File: src/rtl/imm_gen_stage.sv
// ============================================================================
// Module : imm_gen_stage
// Brief  : ID-side immediate generator with PC-relative target and 2-entry skid buffer
// Rev    : 1.0
// ============================================================================
`default_nettype none

module imm_gen_stage #(
    parameter int XLEN        = 32,
    parameter bit AUTO_DECODE = 1'b0,
    parameter int DEPTH       = 2
) (
    input  logic            clk,
    input  logic            rst_n,
    input  logic            flush,
    input  logic            in_valid,
    output logic            in_ready,
    input  logic [31:0]     in_instr,
    input  logic [XLEN-1:0] in_pc,
    input  logic [2:0]      in_extop,
    output logic            out_valid,
    input  logic            out_ready,
    output logic [XLEN-1:0] out_imm,
    output logic [XLEN-1:0] out_target,
    output logic [XLEN-1:0] out_pc,
    output logic [31:0]     out_instr,
    output logic            out_illegal
);

    localparam logic [2:0] c_FMT_I   = 3'b000;
    localparam logic [2:0] c_FMT_U   = 3'b001;
    localparam logic [2:0] c_FMT_S   = 3'b010;
    localparam logic [2:0] c_FMT_B   = 3'b011;
    localparam logic [2:0] c_FMT_J   = 3'b100;
    localparam logic [2:0] c_FMT_Z   = 3'b101;
    localparam logic [2:0] c_FMT_SH  = 3'b110;
    localparam logic [2:0] c_FMT_ILL = 3'b111;

    if (DEPTH != 2) begin : g_depth_bad
        $error("imm_gen_stage: DEPTH must be 2");
    end

    logic [2:0]      fmt;
    logic            rtype;
    logic [31:0]     imm32;
    logic            illegal;
    logic [XLEN-1:0] imm_x;
    logic [XLEN-1:0] target_x;

    always_comb begin
        fmt   = in_extop;
        rtype = 1'b0;
        if (AUTO_DECODE) begin
            fmt = c_FMT_ILL;
            case (in_instr[6:0])
                7'b0010011: fmt = (in_instr[13:12] == 2'b01) ? c_FMT_SH : c_FMT_I;
                7'b0000011,
                7'b1100111: fmt = c_FMT_I;
                7'b0110111,
                7'b0010111: fmt = c_FMT_U;
                7'b0100011: fmt = c_FMT_S;
                7'b1100011: fmt = c_FMT_B;
                7'b1101111: fmt = c_FMT_J;
                7'b1110011: fmt = in_instr[14] ? c_FMT_Z : c_FMT_ILL;
                7'b0110011: begin
                    fmt   = c_FMT_I;
                    rtype = 1'b1;
                end
                default:    fmt = c_FMT_ILL;
            endcase
        end
    end

    // Zero-extended formats keep bit 31 clear, so one sign-extension covers all.
    always_comb begin
        imm32   = '0;
        illegal = 1'b0;
        case (fmt)
            c_FMT_I:  imm32 = {{20{in_instr[31]}}, in_instr[31:20]};
            c_FMT_U:  imm32 = {in_instr[31:12], 12'b0};
            c_FMT_S:  imm32 = {{20{in_instr[31]}}, in_instr[31:25], in_instr[11:7]};
            c_FMT_B:  imm32 = {{19{in_instr[31]}}, in_instr[31], in_instr[7],
                               in_instr[30:25], in_instr[11:8], 1'b0};
            c_FMT_J:  imm32 = {{11{in_instr[31]}}, in_instr[31], in_instr[19:12],
                               in_instr[20], in_instr[30:21], 1'b0};
            c_FMT_Z:  imm32 = {27'b0, in_instr[19:15]};
            c_FMT_SH: imm32 = (XLEN == 64) ? {26'b0, in_instr[25:20]}
                                           : {27'b0, in_instr[24:20]};
            default:  illegal = 1'b1;
        endcase
        if (rtype) begin
            imm32 = '0;
        end
    end

    assign imm_x    = XLEN'($signed(imm32));
    assign target_x = in_pc + imm_x;

    logic [1:0]      count_q, count_d;
    logic            wr_ptr_q, wr_ptr_d;
    logic            rd_ptr_q, rd_ptr_d;
    logic            push, pop;
    logic [XLEN-1:0] imm_q    [DEPTH];
    logic [XLEN-1:0] target_q [DEPTH];
    logic [XLEN-1:0] pc_q     [DEPTH];
    logic [31:0]     instr_q  [DEPTH];
    logic            ill_q    [DEPTH];

    assign in_ready  = (count_q < 2'd2) && rst_n;
    assign out_valid = (count_q != 2'd0);
    assign push      = in_valid && in_ready && !flush;
    assign pop       = out_valid && out_ready;

    always_comb begin
        count_d  = count_q;
        wr_ptr_d = wr_ptr_q;
        rd_ptr_d = rd_ptr_q;
        if (flush) begin
            count_d  = 2'd0;
            wr_ptr_d = 1'b0;
            rd_ptr_d = 1'b0;
        end else begin
            if (push) wr_ptr_d = ~wr_ptr_q;
            if (pop)  rd_ptr_d = ~rd_ptr_q;
            count_d = count_q + {1'b0, push} - {1'b0, (pop && !flush)};
        end
    end

    always_ff @(posedge clk or negedge rst_n) begin
        if (!rst_n) begin
            count_q  <= 2'd0;
            wr_ptr_q <= 1'b0;
            rd_ptr_q <= 1'b0;
            for (int k = 0; k < DEPTH; k++) begin
                imm_q[k]    <= '0;
                target_q[k] <= '0;
                pc_q[k]     <= '0;
                instr_q[k]  <= '0;
                ill_q[k]    <= 1'b0;
            end
        end else begin
            count_q  <= count_d;
            wr_ptr_q <= wr_ptr_d;
            rd_ptr_q <= rd_ptr_d;
            if (push) begin
                imm_q[wr_ptr_q]    <= imm_x;
                target_q[wr_ptr_q] <= target_x;
                pc_q[wr_ptr_q]     <= in_pc;
                instr_q[wr_ptr_q]  <= in_instr;
                ill_q[wr_ptr_q]    <= illegal;
            end
        end
    end

    assign out_imm     = imm_q[rd_ptr_q];
    assign out_target  = target_q[rd_ptr_q];
    assign out_pc      = pc_q[rd_ptr_q];
    assign out_instr   = instr_q[rd_ptr_q];
    assign out_illegal = ill_q[rd_ptr_q];

endmodule

`default_nettype wire

File: config.mk
export PLATFORM = sky130hd
export DESIGN_NAME = imm_gen_stage
export DESIGN_NICKNAME = d
export VERILOG_FILES = /design/src/rtl/imm_gen_stage.sv
export SDC_FILE = /design/constraint.sdc
export NUM_CORES = 1
export LEC_CHECK = 0
export ABC_CLOCK_PERIOD_IN_PS = 1700
export CAP_MARGIN = 10
export CORE_MARGIN = 4
export CORE_UTILIZATION = 40
export CTS_CLUSTER_DIAMETER = 120
export CTS_CLUSTER_SIZE = 28
export DETAILED_ROUTE_END_ITERATION = 10
export PLACE_DENSITY = 0.64
export SYNTH_ARGS = -nofsm -noshare
export SYNTH_HDL_FRONTEND = slang
export SYNTH_SLANG_ARGS = --single-unit
File: constraint.sdc
create_clock -name clk -period 1.7 [get_ports clk]
set_input_delay 0.17 -clock clk [delete_from_list [all_inputs] [get_ports clk]]
set_output_delay 0.17 -clock clk [all_outputs]
set_load 0.03 [all_outputs]
==> out/qor.yml <==
num_io_pins: 203
post-route-period-util_pct: 152
slew_headroom_pct: 42.0
antenna_found_initial: 1
nets: 2040
grt_usage_pct: 24.7
core_area_um2: 33400
wire_per_inst_um: 19.7
synth_top_cell_area_share_pct: 48.5
grt_most_used_layer: "met2"
ys_warn_count: 0
crit_arrival_ns: 3.02
synth_area_per_cell_um2: 9.10
critical_path.cell_chain: "buf_6 > nor2b_4 > nand2_1 > nand2_1 > a21oi_2 > inv_1 > ha_2 > inv_2 > fa_2 > and2b_2 > o2111ai_4 > a21oi_2 > a311oi_4 > a2111o_1 > a211o_1 > nand3_2"
gp_congestion: 0.973
synthArstFlopShare_pct: 100
synth_enable_flop_cells: 0
synth_largest_area_cell: "dfrtp_1"
status: "complete, but fails checks"
setup_slack_ns: -0.879
startpoint_type: "input pin"
initial_core_util_pct: 40.4
die_h_um: 192
crit_path_start: "in_extop[0]"
ys.flop_type: "dfrtp_1"
die_w_um: 192
syn2layout_area_growth_pct: 53.5
cpLargestDelayFamily: "compound AO/OA/AOI/OAI gates"
cp.required_ns: 2.14
cts_sinks: 262
clk_transition_reported_paths_ns: 0.11
violations: "negative hold slack, negative setup slack"
ys_ff_latch: 262
reg2reg_from: "count_q[1]$_DFF_PN0_"
crit_buf_inv: 3
min_period_ns: 2.58
cts_max_path_buffers: 3
cp_slowest_cell: "a2111o_1"
drv_slew: 0
crit_type: "input pin to flop"
seq_area_um2: 6560
critical_path.max_stage_delay_ns: 0.53
grtUsageMet1_pct: 32.6
synth_fp_nets: 1590
final_common_cell: "nand2_1"
use_met2_pct: 42.2
synthCells: 1484
grt_pass1_wl_um: 71600
htreeDepth: 1
grt_pass1_vias: 12826
hold_viol_final: 15
portBuffers: 202
drtIter0Drc: 704
clk_latency_ns: 0.50
drive_above_1_share_pct: 40.6
multiInputGateArea_um2: 7740
firstDrtPassIters: 7
cts-buffers-inserted: 13
preCtsSetupSlack_ns: -1.84
post-dp-hpwl_um: 32300
post-route-drc-count: 0
crit_path_end_kind: "flop"
power.density_nw_per_um2: 1180
grt_max_degree: 133
cts_tree: "built"
fin_skew_ns: 0.0189
cap_violations: 0
routed_wl_um: 46900
hold_ws_ns: -0.0261
critPathMaxFanout: 8
syn_area_um2: 13500
report.final.setup_viol: 187
dr_total_vias: 12427
max_freq_mhz: 388
rows: 67
use_met3_pct: 4.03
fill_cells: 2678
die_area_um2: 36800
cts-root-buf: "clkbuf_16"
ir_worst_vdd_mv: 0.706
netlist_top_cells_area: "dfrtp_1 (49%), nand2_1 (15%), mux2_2 (13%)"
yosysUniqueCellTypes: 64
tns_ns: -94.32
final_cell_mix: "nand2_1 (535), dfrtp_1 (261), buf_4 (237)"
tightest_slew_ns: 0.870
grt.overflow.total: 0
leakage_nw: 10.1
ys_seq_area_share_pct: 48.5
routed_via_density: 5.21
rsz0062_at_grt: "yes"
hp-class: "input pin to async pin"
ant_nets: 0
-- through the flow --
step                      total power, W  cells  instance area (µm²)  utilization [%]
after floorplan                   0.0147   1484                13700                -
after global placement            0.0187   2309                18000             53.8
after detailed placement          0.0190   2309                18000             53.8
after CTS                         0.0241   2378                20300             60.6
after global routing              0.0257   2382                20700             62.0
final                             0.0244   2383                20700             62.0
-- cells by family (layout without fill, tap and decap cells) --
family / count (synthesis) / in the layout / share of synthesized area [%]
other: 0 / 2 / 0
adder cells (fa/ha/maj): 34 / 34 / 3.21
flip-flops: 262 / 262 / 48.5
AND/OR/NAND/NOR: 628 / 628 / 18.6
multiplexers: 152 / 152 / 12.7
buffers and inverters: 133 / 582 / 3.84
XOR/XNOR: 31 / 31 / 2.01
AO/OA/AOI/OAI: 244 / 244 / 11.1
-- area by class of cell --
| cell class | count | share of cell area [%] |
|---|---|---|
| Clock buffer | 13 | 1.57 |
| Multi-Input combinational cell | 1089 | 37.3 |
| Antenna cell | 2 | 0.0241 |
| Clock inverter | 1 | 0.0965 |
| Tap cell | 448 | 2.70 |
| Inverter | 44 | 0.809 |
| Sequential cell | 262 | 31.6 |
| Timing Repair Buffer | 524 | 25.8 |
-- registers in the layout, summed over array words and instances (netlist names) --
register  flops
wr_ptr_q      1
count_q       2
imm_q        64
rd_ptr_q      1
target_q     64
pc_q         64
instr_q      64
ill_q         2
-- where the power goes --
| part | switching, W | internal, W | total, W |
|---|---|---|---|
| clock | 0.00207 | 0.00142 | 0.00350 |
| sequential | 0.000974 | 0.00807 | 0.00905 |
| combinational | 0.00610 | 0.00575 | 0.0119 |
-- worst reg2reg max path, cell delays in order, from the launching register on --
cell and delay, ns:
dfrtp_1 0.40, nand3b_1 0.22, nor2_2 0.13, inv_1 0.05, ha_1 0.28, inv_1 0.06, ha_1 0.16, xor2_1 0.18
xnor2_1 0.15, nor2_1 0.05
-- what timing repair did --
action	CTS	global route
setup buffers	57	24
hold endpoints to repair	73	16
gates resized for setup	457	129
hold buffers	1	2
gates cloned	10	1
pin swaps	82	62
setup endpoints to repair	199	263
-- cells in the mapped netlist, types with 6 or more instances --
cell type	n
nor2_1	24
buf_2	12
o21a_1	9
clkbuf_1	70
nand4_1	20
xor2_1	17
a21oi_1	56
o21ai_0	110
xnor2_1	14
ha_1	33
a21o_1	9
a31oi_1	8
nand3_1	10
mux2_2	151
nand2_1	540
o31ai_1	6
dfrtp_1	262
inv_1	44
-- metal layers --
layer	up-vias	wire length (µm)	part of all wire, %
met5	-	0	0
met4	0	1400	3.0
met3	73	2890	6.2
met2	376	23100	49
met1	6148	19500	42
li1	5830	-	-
-- final timing paths --
check	to	slack, ns	depth (start not counted)
min in group clk	instr_q[39]$_DFFE_PN0P_	0.06	4
setup reg to reg	count_q[1]$_DFF_PN0_	-0.08	9
hold reg to reg	pc_q[42]$_DFFE_PN0P_	0.48	2
setup / recovery	target_q[24]$_DFFE_PN0P_	-0.88	16
hold / removal	imm_q[9]$_DFFE_PN0P_	-0.03	3
max in group asynchronous	target_q[56]$_DFFE_PN0P_	0.60	4
(Power assumes the default switching activity.)
